[src/rtl/mips_pkg.sv]
// Shared MIPS32 definitions: opcodes, default fetch address width and the
// fetch-queue entry type.
package mips_pkg;

  // Default instruction word-address width (1024-word memory).
  localparam int unsigned MIPS_AW = 10;

  // Primary opcodes.
  localparam logic [5:0] ADD   = 6'b000000;
  localparam logic [5:0] SUB   = 6'b000001;
  localparam logic [5:0] AND   = 6'b000010;
  localparam logic [5:0] OR    = 6'b000011;
  localparam logic [5:0] SLT   = 6'b000100;
  localparam logic [5:0] MUL   = 6'b000101;
  localparam logic [5:0] LW    = 6'b001000;
  localparam logic [5:0] SW    = 6'b001001;
  localparam logic [5:0] ADDI  = 6'b001010;
  localparam logic [5:0] SUBI  = 6'b001011;
  localparam logic [5:0] SLTI  = 6'b001100;
  localparam logic [5:0] BNEQZ = 6'b001101;
  localparam logic [5:0] BEQZ  = 6'b001110;
  localparam logic [5:0] HLT   = 6'b111111;

  // One queued fetch: instruction word and its next-PC.
  typedef struct packed {
    logic [31:0] ir;
    logic [31:0] npc;
  } fq_entry_t;

endpackage

[src/rtl/mips_fq_fifo.sv]
// Synchronous DEPTH-entry FIFO of fq_entry_t. Flush beats push and pop.
module mips_fq_fifo
  import mips_pkg::*;
#(
  parameter int unsigned DEPTH = 4,
  localparam int unsigned PW = $clog2(DEPTH),
  localparam int unsigned CW = PW + 1
) (
  input  logic            clk1,
  input  logic            rst,
  input  logic            push,
  input  fq_entry_t       wdata,
  input  logic            pop,
  input  logic            flush,
  output fq_entry_t       rdata,
  output logic            full,
  output logic            empty,
  output logic [CW-1:0]   count
);

  fq_entry_t         mem_q [DEPTH];
  logic [PW-1:0]     wptr_q, wptr_d;
  logic [PW-1:0]     rptr_q, rptr_d;
  logic [CW-1:0]     count_q, count_d;

  // Pointer and occupancy next-state; pointers wrap since DEPTH is a power of two.
  always_comb begin
    wptr_d  = wptr_q;
    rptr_d  = rptr_q;
    count_d = count_q;
    if (flush) begin
      wptr_d  = '0;
      rptr_d  = '0;
      count_d = '0;
    end else begin
      if (push) wptr_d = wptr_q + PW'(1);
      if (pop)  rptr_d = rptr_q + PW'(1);
      count_d = count_q + CW'(push) - CW'(pop);
    end
  end

  // Pointer and occupancy state.
  always_ff @(posedge clk1 or posedge rst) begin
    if (rst) begin
      wptr_q  <= '0;
      rptr_q  <= '0;
      count_q <= '0;
    end else begin
      wptr_q  <= wptr_d;
      rptr_q  <= rptr_d;
      count_q <= count_d;
    end
  end

  // Storage; cleared on reset so the head reads as zero out of reset.
  always_ff @(posedge clk1 or posedge rst) begin
    if (rst) begin
      for (int i = 0; i < int'(DEPTH); i++) mem_q[i] <= '0;
    end else if (push && !flush) begin
      mem_q[wptr_q] <= wdata;
    end
  end

  // Head and status outputs.
  always_comb begin
    rdata = mem_q[rptr_q];
    full  = (count_q == CW'(DEPTH));
    empty = (count_q == '0);
    count = count_q;
  end

endmodule

[src/rtl/mips_fetch_queue.sv]
// Instruction prefetch queue feeding the IF/ID latch. Streams sequential
// fetches, queues {IR, NPC} pairs and flushes on a taken-branch redirect.
// Optional statistics counters: define MIPS_FETCH_QUEUE_STATS_EN.
module mips_fetch_queue
  import mips_pkg::*;
#(
  parameter int unsigned DEPTH = 4,
  parameter int unsigned AW    = MIPS_AW
) (
  input  logic          clk1,
  input  logic          rst,
  output logic          mem_req_valid,
  output logic [AW-1:0] mem_req_addr,
  input  logic          mem_req_ready,
  input  logic          mem_rsp_valid,
  input  logic [31:0]   mem_rsp_data,
  input  logic          redirect,
  input  logic [AW-1:0] redirect_pc,
  input  logic          halt,
  output logic          if_valid,
  output logic [31:0]   if_ir,
  output logic [31:0]   if_npc,
  input  logic          if_ready
`ifdef MIPS_FETCH_QUEUE_STATS_EN
  ,
  output logic [15:0]   stat_flush,
  output logic [15:0]   stat_starve
`endif
);

  localparam int unsigned CW = $clog2(DEPTH) + 1;

  logic [AW-1:0] pc_q, pc_d;
  logic [AW-1:0] rsp_pc_q, rsp_pc_d;
  logic [CW-1:0] outstanding_q, outstanding_d;
  logic [CW-1:0] drop_q, drop_d;

  logic [CW-1:0] fifo_count;
  logic          fifo_full, fifo_empty;
  logic          fifo_push, fifo_pop;
  fq_entry_t     push_entry, head_entry;
  logic [CW:0]   credit_sum;
  logic          req_fire, rsp_drop, rsp_keep;
  logic [AW-1:0] rsp_pc_inc;

  mips_fq_fifo #(
    .DEPTH (DEPTH)
  ) u_fifo (
    .clk1  (clk1),
    .rst   (rst),
    .push  (fifo_push),
    .wdata (push_entry),
    .pop   (fifo_pop),
    .flush (redirect),
    .rdata (head_entry),
    .full  (fifo_full),
    .empty (fifo_empty),
    .count (fifo_count)
  );

  // Issue credit, response routing and next-state for fetch bookkeeping.
  always_comb begin
    // Queued plus in-flight words never exceed DEPTH, so pushes never meet a full queue.
    credit_sum    = {1'b0, fifo_count} + {1'b0, outstanding_q};
    mem_req_valid = !rst && !halt && !redirect && (credit_sum < (CW + 1)'(DEPTH));
    mem_req_addr  = pc_q;
    req_fire      = mem_req_valid && mem_req_ready;
    rsp_drop      = mem_rsp_valid && (drop_q != '0);
    rsp_keep      = mem_rsp_valid && (drop_q == '0);
    rsp_pc_inc    = rsp_pc_q + AW'(1);

    push_entry.ir  = mem_rsp_data;
    push_entry.npc = {{(32 - AW){1'b0}}, rsp_pc_inc};

    fifo_push = rsp_keep && !redirect;
    fifo_pop  = !fifo_empty && if_ready && !redirect;

    outstanding_d = outstanding_q + CW'(req_fire) - CW'(mem_rsp_valid);

    pc_d     = pc_q;
    rsp_pc_d = rsp_pc_q;
    drop_d   = drop_q - CW'(rsp_drop);
    if (redirect) begin
      pc_d     = redirect_pc;
      rsp_pc_d = redirect_pc;
      // Everything still in flight after this edge belongs to the old stream.
      drop_d   = outstanding_d;
    end else begin
      if (req_fire) pc_d = pc_q + AW'(1);
      if (rsp_keep) rsp_pc_d = rsp_pc_inc;
    end

    if_valid = !fifo_empty;
    if_ir    = head_entry.ir;
    if_npc   = head_entry.npc;
  end

  // Fetch bookkeeping state.
  always_ff @(posedge clk1 or posedge rst) begin
    if (rst) begin
      pc_q          <= '0;
      rsp_pc_q      <= '0;
      outstanding_q <= '0;
      drop_q        <= '0;
    end else begin
      pc_q          <= pc_d;
      rsp_pc_q      <= rsp_pc_d;
      outstanding_q <= outstanding_d;
      drop_q        <= drop_d;
    end
  end

  // A response with nothing in flight means the memory side broke protocol.
  a_rsp_has_request: assert property (@(posedge clk1) disable iff (rst)
    !(mem_rsp_valid && (outstanding_q == '0)));

  a_no_push_on_full: assert property (@(posedge clk1) disable iff (rst)
    !(fifo_push && fifo_full && !fifo_pop));

`ifdef MIPS_FETCH_QUEUE_STATS_EN
  logic [15:0] stat_flush_q, stat_flush_d;
  logic [15:0] stat_starve_q, stat_starve_d;

  // Saturating redirect and starvation counters.
  always_comb begin
    stat_flush_d  = stat_flush_q;
    stat_starve_d = stat_starve_q;
    if (redirect && (stat_flush_q != '1)) stat_flush_d = stat_flush_q + 16'd1;
    if (if_ready && fifo_empty && !halt && (stat_starve_q != '1)) begin
      stat_starve_d = stat_starve_q + 16'd1;
    end
    stat_flush  = stat_flush_q;
    stat_starve = stat_starve_q;
  end

  // Statistics state.
  always_ff @(posedge clk1 or posedge rst) begin
    if (rst) begin
      stat_flush_q  <= '0;
      stat_starve_q <= '0;
    end else begin
      stat_flush_q  <= stat_flush_d;
      stat_starve_q <= stat_starve_d;
    end
  end
`endif

endmodule

[config.mk]
export PLATFORM = sky130hd
export DESIGN_NAME = mips_fetch_queue
export DESIGN_NICKNAME = d
export VERILOG_FILES = /design/src/rtl/mips_pkg.sv /design/src/rtl/mips_fq_fifo.sv /design/src/rtl/mips_fetch_queue.sv
export SDC_FILE = /design/constraint.sdc
export NUM_CORES = 1
export LEC_CHECK = 0
export ABC_AREA = 1
export BUFFER_PORTS_ARGS = -buffer_cell sky130_fd_sc_hd__buf_2
export CAP_MARGIN = 25
export CORE_ASPECT_RATIO = 1.2
export CORE_UTILIZATION = 40
export CTS_CLUSTER_SIZE = 10
export DETAILED_ROUTE_END_ITERATION = 10
export SETUP_SLACK_MARGIN = 0.02
export SYNTH_ARGS = -nofsm -noshare
export SYNTH_HDL_FRONTEND = slang
export SYNTH_SLANG_ARGS = --single-unit
export TNS_END_PERCENT = 5
[constraint.sdc]
create_clock -name clk1 -period 6.1 [get_ports clk1]
set_input_delay 0.61 -clock clk1 [delete_from_list [all_inputs] [get_ports clk1]]
set_output_delay 0.61 -clock clk1 [all_outputs]
set_load 0.05 [all_outputs]
==> metrics.yaml <==
logic_synthesis:
  syn-instance-count: 1239
  synth_top_area_cell: "dfrtp_1"
  synth_top_cell_area_share_pct: 52.2
  syn_area_per_cell_um2: 7.78
  ys_ff_latch: 201
  netlist_top_cells_area: "dfrtp_1 (52%), nand2_1 (21%), o21ai_0 (7.2%), nor2_1 (3.2%), inv_1 (2.4%)"
  yosysUniqueCellTypes: 29
  seq_area_frac_synth_pct: 52.2
  ys_warn_count: 0
  syn_area_mm2: 0.00964
sta:
  slew_headroom_pct: 34.7
  worst_hold_slack_ps: 28.7
  fin_skew_ps: 7.86
  hold_viol_final: 0
  min_period_ps: 3270
  finalCritPeriodShare_pct: 53.6
  tns_ps: 0
  slew_viol_final: 0
  finalSetupViolCount: 0
  rsz0062_at_grt: "false"
  worst_pin_slew_ps: 977
  max_clock_freq_mhz: 306
floorplanning:
  die_area_mm2: 0.0247
  start_util_pct: 41.1
  io_pins: 125
  dieWidth_um: 144
  design.core.area_mm2: 0.0234
  die_y_um: 172
  row_count: 61
critical_path:
  cp.arrival_ps: 2660
  rrSetupSlack_ps: 3240
  end_kind: "output port"
  cpMostUsedCell: "o21ai_0"
  crit_buf_inv: 3
  slowest_delay_ps: 860
  worstSetupPathType: "reg -> out"
  crit_chain: "inv_2 > buf_12 > a21oi_1 > o21ai_0 > o21ai_0 > buf_2"
  crit_required_ps: 5490
  cpMaxStageDelayCell: "dfrtp_1"
  cp_top_family: "buffers and inverters"
  cp-start-kind: "flip-flop"
  crit_path_max_fanout: 55
layout:
  mostFrequentLayoutCells: "nand2_1 (527), dfrtp_1 (200), o21ai_0 (138), buf_2 (102), nor2_1 (83)"
  layout.nets: 1378
  drive_above_1_share_pct: 11.7
  fillers: 2375
  final_common_cell: "nand2_1"
  syn2layout_area_growth_pct: 13.7
  multi_input_comb_area_mm2: 0.00400
  design_area_mm2: 0.0110
  seq_area_mm2: 0.00503
global_routing:
  grt_pass1_wl_um: 40600
  grt_usage_pct: 21.0
  antenna_found_initial: 1
  grt_overflow: 0
  grt_pass1_vias: 7819
  grt_max_degree: 74
power:
  seq_power_share_pct: 35.0
  power.switching_uw: 2480
  p_per_area_mw_per_mm2: 500
  p_leak_uw: 0.00595
  max-vdd-ir-drop_uv: 245
  p_int_uw: 3010
  switching_share_pct: 45.2
  p_clk_share_pct: 22.8
  pwr-share-comb_pct: 42.1
  fin_total_pwr_uw: 5480
status:
  status: "completed"
clock_tree:
  tritoncts: "built"
  insertion_delay_ps: 510
  clockRootBuffer: "clkbuf_16"
  cts.repair.resized: 0
  cts_sinks: 201
  clk_pin_slew_ps: 60
  clk_path_buf_depth: 3
  cts_setup_buffers: 0
  hold_buffers: 0
  htreeDepth: 1
  cts_buffers: 24
detailed_routing:
  antenna_left: 0
  drt_iter0_markers: 473
  via_per_inst: 4.91
  vias: 8020
  first_pass_iters: 5
  drc: 0
  wl_per_cell_um: 15.3
  wl_um: 25100
placement:
  place_hpwl_um: 14800
  gp_congestion: 0.788
  placed_cell_area_mm2: 0.0103
  portBuffers: 102
worst_hold_path:
  hold_class: "in -> async"
flow_run:
  cap_violations: 0
-- worst reg2reg max path, stage by stage, from the launching register on --
cell and delay [ps]:
dfrtp_1 410, ha_1 300, nor2_1 80, nand2_1 70
nor2_1 150, nand2_1 300, ha_1 400, inv_1 40
ha_1 180, fa_1 380, xnor2_1 180, xor2_1 190
nand2_1 70, nand2_1 70
-- power by group through the flow --
stage | Sequential, uW | Combinational, uW | Clock [uW]
6_report | 1920 | 2310 | 1250
5_1_grt | 1970 | 2540 | 1330
4_1_cts | 1920 | 2330 | 1280
3_5_place_dp | 1940 | 2320 | 0
3_3_place_gp | 1930 | 2290 | 0
2_1_floorplan | 1910 | 1780 | 0
-- kinds of logic after synthesis --
family / count (synthesis) / synth area share (%)
other cells: 1 / 0.0389
flops: 201 / 52.2
xor+xnor: 11 / 0.999
simple gates: 664 / 26.9
fa+ha+maj: 16 / 2.23
buf+inv: 155 / 7.34
compound gates: 191 / 10.3
-- state kept, by name (all words and copies together), names as in the netlist --
name and cells:
u_fifo.wptr_q 2, u_fifo.mem_q 168, u_fifo.rptr_q 2, rsp_pc_q 10, u_fifo.count 3, outstanding_q 3
drop_q 3, mem_req_addr 10
-- per-stage QoR --
step           std cells  util (%)  worst slack [ps]
6_report            1635      46.8              2830
5_1_grt             1635      46.8              2640
4_1_cts             1633      46.7              2580
3_5_place_dp        1601      43.9              2960
3_3_place_gp        1600      43.8              2980
2_1_floorplan       1260         -              2700
-- cell usage after synthesis (all sizes together) --
master  number
a21boi       1
a21oi       23
buf         59
clkbuf      28
clkinv       1
conb         1
dfrtp      201
fa           2
ha          14
inv         67
nand2      527
nand3       42
nand3b       2
nand4        4
nor2        87
nor3         2
o211ai       3
o21ai      143
o21bai       1
o22ai       20
xnor2        2
xor2         9
-- path summary, 6_finish.rpt --
path / depth (start not counted) / endpoint / start
max in group asynchronous: 4 / u_fifo.mem_q[248]$_DFFE_PP0P_ / rst
setup reg to reg: 13 / drop_q[2]$_DFF_PP0_ / outstanding_q[2]$_DFF_PP0_
setup / recovery: 6 / if_ir[4] / u_fifo.rptr_q[1]$_DFFE_PP0P_
min in group clk1: 3 / u_fifo.mem_q[255]$_DFFE_PP0P_ / mem_rsp_data[31]
hold / removal: 2 / mem_req_addr[7]$_DFFE_PP0P_ / rst
hold reg to reg: 2 / u_fifo.mem_q[44]$_DFFE_PP0P_ / u_fifo.mem_q[44]$_DFFE_PP0P_
-- metal layers --
layer	GRT usage [%]	wire length (um)	vias to the layer above	part of all wire [%]
met2	37.6	12300	168	49
met3	2.49	941	43	3.8
li1	-	-	3998	-
met5	0	0	-	0
met1	26.4	11300	3811	45
met4	6.38	605	0	2.4
-- final cells by class --
| cell class | instances | share of cell area, % |
|---|---|---|
| sequential | 201 | 45.9 |
| multi-input combinational | 904 | 36.5 |
| clock buffer | 31 | 5.91 |
| timing repair buffer | 114 | 5.71 |
| tap | 315 | 3.60 |
| inverter | 68 | 2.36 |
| clock inverter | 1 | 0.0457 |
| antenna | 1 | 0.0228 |
Note: power is estimated with default switching activity, not from simulation.
